File: src/rtl/hazard_scoreboard.sv
// -----------------------------------------------------------------------------
// hazard_scoreboard
//
// Pipeline sequencing controller for the 5-stage processor. Keeps a per-register
// count of issued-but-unretired writes, decides each cycle whether the decode
// stage may issue its instruction, and holds fetch while a control instruction
// is unresolved. All state changes on the falling edge of I_CLOCK.
//
// Ports:
//   I_CLOCK         clock (state updates on negedge)
//   I_RESET         synchronous active-high reset, sampled at negedge
//   I_LOCK          pipeline enable; low freezes state and zeroes comb outputs
//   I_IssueValid    decode holds a valid instruction
//   I_UseSrc1/2     instruction reads src1/src2
//   I_Src1Idx/2Idx  source register indices
//   I_WritesDest    instruction writes I_DestIdx
//   I_DestIdx       destination register index
//   I_IsCtrl        instruction is a branch/JMP/JSR/JSRR
//   I_CtrlResolved  execute resolved the outstanding control instruction
//   I_WBValid       writeback retires a register write this cycle
//   I_WBDestIdx     register retired
//   O_Issue         instruction accepted this cycle (comb)
//   O_DepStall      data-hazard stall (comb)
//   O_FetchStall    control-hazard stall (from state register)
//   O_Error         sticky: retire to zero count, or stray resolution
//
// Configuration macro:
//   HAZARD_SCOREBOARD_WB_BYPASS_EN - when defined, a source whose only pending
//   writer retires this cycle is not a hazard (register file writes before it
//   is read), saving one stall cycle.
// -----------------------------------------------------------------------------
module hazard_scoreboard #(
  parameter int NUM_REGS = 16,
  parameter int CNT_W    = 2
) (
  input  logic                        I_CLOCK,
  input  logic                        I_RESET,
  input  logic                        I_LOCK,
  input  logic                        I_IssueValid,
  input  logic                        I_UseSrc1,
  input  logic                        I_UseSrc2,
  input  logic [$clog2(NUM_REGS)-1:0] I_Src1Idx,
  input  logic [$clog2(NUM_REGS)-1:0] I_Src2Idx,
  input  logic                        I_WritesDest,
  input  logic [$clog2(NUM_REGS)-1:0] I_DestIdx,
  input  logic                        I_IsCtrl,
  input  logic                        I_CtrlResolved,
  input  logic                        I_WBValid,
  input  logic [$clog2(NUM_REGS)-1:0] I_WBDestIdx,
  output logic                        O_Issue,
  output logic                        O_DepStall,
  output logic                        O_FetchStall,
  output logic                        O_Error
);

  localparam logic [CNT_W-1:0] CNT_MAX = '1;
  localparam logic [CNT_W-1:0] CNT_ONE = CNT_W'(1);

  // BR_WAIT owns its own state bit so the fetch stall decodes from one flop.
  typedef enum logic [1:0] {
    ST_IDLE    = 2'b00,
    ST_RUN     = 2'b01,
    ST_BR_WAIT = 2'b10
  } state_t;

  state_t                state, state_nxt;
  logic [CNT_W-1:0]      pend [NUM_REGS];
  logic [NUM_REGS-1:0]   inc_vec, dec_vec;
  logic                  byp1, byp2;
  logic                  hz1, hz2, waw_full, any_hz;
  logic                  issue_ok, ctrl_issue;
  logic                  wb_underflow, bad_resolve;

  // ---------------------------------------------------------------------------
  // Hazard detection
  // ---------------------------------------------------------------------------
`ifdef HAZARD_SCOREBOARD_WB_BYPASS_EN
  assign byp1 = I_WBValid && (I_WBDestIdx == I_Src1Idx) && (pend[I_Src1Idx] == CNT_ONE);
  assign byp2 = I_WBValid && (I_WBDestIdx == I_Src2Idx) && (pend[I_Src2Idx] == CNT_ONE);
`else
  assign byp1 = 1'b0;
  assign byp2 = 1'b0;
`endif

  assign hz1      = I_UseSrc1 && (pend[I_Src1Idx] != '0) && !byp1;
  assign hz2      = I_UseSrc2 && (pend[I_Src2Idx] != '0) && !byp2;
  // A full counter cannot take another writer; hold the WAW producer instead.
  assign waw_full = I_WritesDest && (pend[I_DestIdx] == CNT_MAX);
  assign any_hz   = hz1 || hz2 || waw_full;

  assign issue_ok   = I_LOCK && I_IssueValid && (state == ST_RUN);
  assign O_DepStall = issue_ok && any_hz;
  assign O_Issue    = issue_ok && !any_hz;
  assign ctrl_issue = O_Issue && I_IsCtrl;

  // ---------------------------------------------------------------------------
  // Pending-write counters
  // ---------------------------------------------------------------------------
  // NOTE: every signal written in always_comb gets a default first, otherwise
  // a path that skips the assignment infers a latch.
  always_comb begin
    inc_vec = '0;
    dec_vec = '0;
    if (O_Issue && I_WritesDest) inc_vec[I_DestIdx]   = 1'b1;
    if (I_WBValid)               dec_vec[I_WBDestIdx] = 1'b1;
  end

  // NOTE: sequential state uses non-blocking assignments so every flop samples
  // pre-edge values regardless of statement order.
  always_ff @(negedge I_CLOCK) begin
    if (I_RESET) begin
      // NOTE: this array is flops, not RAM, so it can be cleared in one cycle.
      for (int r = 0; r < NUM_REGS; r++) pend[r] <= '0;
    end else if (I_LOCK) begin
      for (int r = 0; r < NUM_REGS; r++) begin
        // Issue and retire to the same register cancel; a retire against an
        // empty counter leaves it at zero (flagged below).
        if (inc_vec[r] && !dec_vec[r])
          pend[r] <= pend[r] + CNT_ONE;
        else if (dec_vec[r] && !inc_vec[r] && (pend[r] != '0))
          pend[r] <= pend[r] - CNT_ONE;
      end
    end
  end

  // ---------------------------------------------------------------------------
  // Sticky error
  // ---------------------------------------------------------------------------
  assign wb_underflow = I_WBValid && (pend[I_WBDestIdx] == '0);
  // A resolution arriving on the very cycle the control instruction issues is
  // ignored rather than treated as stray.
  assign bad_resolve  = I_CtrlResolved && (state != ST_BR_WAIT) && !ctrl_issue;

  always_ff @(negedge I_CLOCK) begin
    if (I_RESET)
      O_Error <= 1'b0;
    else if (I_LOCK && (wb_underflow || bad_resolve))
      O_Error <= 1'b1;
  end

  // ---------------------------------------------------------------------------
  // Control FSM
  // ---------------------------------------------------------------------------
  always_ff @(negedge I_CLOCK) begin
    if (I_RESET)
      state <= ST_IDLE;
    else if (I_LOCK)
      state <= state_nxt;
  end

  always_comb begin
    state_nxt = state;
    unique case (state)
      ST_IDLE:    state_nxt = ST_RUN;
      ST_RUN:     if (ctrl_issue)     state_nxt = ST_BR_WAIT;
      ST_BR_WAIT: if (I_CtrlResolved) state_nxt = ST_RUN;
      default:    state_nxt = ST_IDLE;
    endcase
  end

  always_comb begin
    O_FetchStall = (state == ST_BR_WAIT);
  end

endmodule

File: config.mk
export PLATFORM = sky130hd
export DESIGN_NAME = hazard_scoreboard
export DESIGN_NICKNAME = d
export VERILOG_FILES = /design/src/rtl/hazard_scoreboard.sv
export SDC_FILE = /design/constraint.sdc
export NUM_CORES = 1
export LEC_CHECK = 0
export ABC_AREA = 1
export CORE_MARGIN = 8
export CORE_UTILIZATION = 31
export DETAILED_ROUTE_END_ITERATION = 16
export PLACE_DENSITY = 0.48
export SKIP_LAST_GASP = 1
export SYNTH_ARGS = -nofsm -noshare
export SYNTH_HDL_FRONTEND = slang
export SYNTH_SLANG_ARGS = --single-unit
File: constraint.sdc
create_clock -name I_CLOCK -period 2.4 [get_ports I_CLOCK]
set_clock_uncertainty 0.05 [all_clocks]
set_input_delay 0.48 -clock I_CLOCK [delete_from_list [all_inputs] [get_ports I_CLOCK]]
set_output_delay 0.48 -clock I_CLOCK [all_outputs]
set_load 0.02 [all_outputs]
==> key figures, run 1 <==
Status
  – Outcome: complete, but fails checks
  – Failing checks: negative setup slack

Route
  – DR vias: 4362
  – DR WL/cell: 15.1 um
  – DR vias/cell: 4.85
  – DRC: 0
  – DR iter-0 viols: roughly 240
  – WL final: around 14000 um
  – ANT nets after route: 0
  – Drt pass-1 iters: 5

Floorplan
  – Die Ht: between 100 and 150 um
  – Core area: 10900 um2
  – FP Rows: 38
  – IO Pins: 30
  – Initial Utilization: a little under a third
  – Die width: about 120 um
  – Die area: about 15000 um2

Setup path
  – Worst EP arrival: around 3.2 ns
  – CP cell instances: nor2_4, nand2_1, nand2_1, nand2_1, nand3_1, nand3_1, nand3_2, nand3_4, buf_6, nor2_4, buf_6
  – RR Startpoint: pend[0][1]
  – WP data required: 1.87 ns
  – Crit-path max cell delay: roughly 0.44 ns
  – Setup crit end kind: output pin
  – R2R depth: 15
  – Reg-to-Reg End: pend[13][0]
  – Crit path max-delay cell type: edfxtp_1
  – Critical path class: flip-flop to output pin
  – Max FO, Critical Path: 3
  – R2r setup slk: -0.20 ns
  – Startpoint class of the critical path: flip-flop
  – Most frequent CP cell: nand2_1

Synthesis
  – Syn_area_per_cell: around 6.3 um2
  – Post-Syn Nets: a little under 600
  – Sequential fraction of the synthesis area: between 20% and 30%
  – Synthesized area: roughly 3500 um2
  – Yosys reg bits: 35
  – Gate Count Post-Synth: ~550
  – Cell variety after synth: 34
  – Synthesis warning total: 0

Layout
  – Inserted Diodes: 0
  – Most frequent cells in the layout: nand2_1 (191), buf_4 (115), inv_1 (89)
  – Fill count: between 1000 and 1500
  – Layout Utilization: 55.2%
  – Syn-to-layout area delta: 72.7%
  – Ratio of cells with drive above 1 in the final layout: between 30 and 40%
  – # nets final: 785
  – Design Area, Final: about 6000 um2
  – Commonest non-fill, non-tap cell in the layout: nand2_1

Global route
  – Largest net degree at the start of global routing: 16
  – Vias in the first global route: 4539
  – GRT overflow: 0
  – All-Layer GR Usage: 18.7%
  – First-pass GRT wire length: around 22000 um
  – Initial antenna violation count: 0

Power
  – Leak pwr: 2.96 nW
  – Max IR drop VDD: ~0.27 mV
  – Pwr dens: ~380 nW/um2

Timing
  – Relative slew slack: 65.8%
  – Final Setup Violations: 65
  – Worst slew pin tran: 0.509 ns
  – Slew Limit Fails: 0
  – Final hold violation count: 0
  – Hold WS: roughly 0.40 ns
  – RSZ-0062 raised after global routing: true
  – Worst setup margin: -1.29 ns

Placed design
  – Hpwl dp: about 10000 um
  – GPL Wtd Cong: between 0.9 and 1
  – Post-DP Area: 4980 um2
  – Port Buffers: 29

Clock network
  – Clk slew on worst S/H paths: 0.03 ns
  – Clock sink count: 35
  – Clock Path Buffers: 2
  – Num CTS Buffers: 5
  – H-tree levels: 2
  – Worst skew pair latency: between 0.3 and 0.4 ns
  – Hold buffers post-CTS: 0
  – Root Buffer: clkbuf_16
  – CTS tree: built

Min path
  – Min-Delay Path Depth: 2
  – Min-Delay Startpoint: O_Error
  – Worst Hold Class: flip-flop to flip-flop
  – Min-Delay Endpoint: O_Error

Run
  – Max_cap viols: 0
synth_stat cells:
master	number	area share, %
nand2_1	216	23
nand3_2	13	3.7
nand3_4	1	0.50
nor3_1	2	0.29
nor4_1	15	2.7
inv_2	9	0.97
a21oi_1	17	2.4
ha_1	1	0.36
dfxtp_1	3	1.7
xor2_1	8	2.0
nor2_2	5	0.90
inv_1	60	6.4
nand3_1	30	4.3
nand4_2	2	0.72
buf_12	1	0.57
nand2_2	6	1.1
nand3b_1	2	0.43
buf_2	4	0.57
o21ai_0	5	0.72
or2_2	1	0.18
nor3_4	1	0.47
edfxtp_1	32	28
buf_6	4	1.3
nand2_4	6	1.9
nand4_1	6	1.1
o211ai_1	1	0.22
mux2i_1	1	0.29
o211ai_2	6	2.1
o21ai_1	4	0.57
o22ai_1	9	1.6
clkbuf_1	4	0.43
xnor2_1	2	0.50
a31oi_1	1	0.18
nor2_1	74	8.0
cell type report:
cell class	count	area, um2	area share (%)
clock buffer	5	125	2.07
clock inverter	38	145	2.41
inverter	68	268	4.44
multi-input combinational	435	2640	43.7
sequential	35	1020	17.0
tap	140	175	2.90
timing repair buffer	178	1660	27.5
repair_timing:
item / 4_1_cts / 5_1_grt
setup buffers: 9 / 3
cloned: 7 / 1
pin swaps: 16 / 24
endpoints found under the setup margin: 65 / 66
gates resized for setup: 147 / 49
kinds of logic after synthesis:
logic type	after synthesis	synth area share (%)
mux	1	0.287
xor+xnor	10	2.51
buf+inv	82	10.3
fa+ha+maj	1	0.358
compound gates	43	7.88
flops	35	29.2
simple gates	380	49.4
sequential cells by signal, indices dropped and copies added, names as in the netlist:
register,count
state,2
O_Error,1
pend,32
how the worst max path moves through the flow:
stage                 start          end  depth (start not counted)
5_1_grt          pend[2][0]      O_Issue                         14
6_report         pend[0][1]      O_Issue                         11
3_5_place_dp   I_DestIdx[0]  pend[14][1]                         15
4_1_cts          pend[7][1]      O_Issue                         12
3_3_place_gp   I_DestIdx[0]  pend[14][0]                         15
2_1_floorplan  I_DestIdx[0]   pend[5][0]                         18
power breakdown:
| group | leakage [nW] | internal [W] | switching, W |
|---|---|---|---|
| clock | 0.254 | 0.000453 | 0.000396 |
| sequential | 0.354 | 0.000712 | 0.0000299 |
| combinational | 2.35 | 0.000334 | 0.000381 |
routing by layer:
layer / vias up / part of all wire, % / GRT usage [%]
met4: 0 / 2.5 / 8.83
met2: 118 / 48 / 30.9
met5: - / 0 / 0
met3: 25 / 5.4 / 4.58
met1: 2021 / 44 / 22.4
li1: 2198 / - / -
through the flow:
| step | total power, W | worst slack, ns | std cells | TNS (ns) |
|---|---|---|---|---|
| after floorplan | 0.00113 | -1.07 | 552 | -61.94 |
| after global placement | 0.00142 | -1.72 | 841 | -107.12 |
| after detailed placement | 0.00143 | -1.77 | 841 | -109.08 |
| after CTS | 0.00232 | -1.33 | 899 | -75.17 |
| after global routing | 0.00248 | -1.42 | 899 | -80.17 |
| final | 0.00231 | -1.29 | 899 | -71.41 |
critical path: cells and delay by family (launching register included):
kind,cells,cell delay [ns]
buffers and inverters,2,0.26
flip-flops,1,0.44
AND/OR/NAND/NOR,9,0.90
(Power assumes the default switching activity.)
==> run 2: changes to the inputs <==
--- a/config.mk
+++ b/config.mk
@@ -8,6 +8,7 @@
 export ABC_AREA = 1
 export CORE_MARGIN = 8
 export CORE_UTILIZATION = 31
+export CTS_CLUSTER_SIZE = 12
 export DETAILED_ROUTE_END_ITERATION = 16
 export PLACE_DENSITY = 0.48
 export SKIP_LAST_GASP = 1
==> results of run 2 <==
The final DEF is identical to that of run 1; final timing and power are the same.
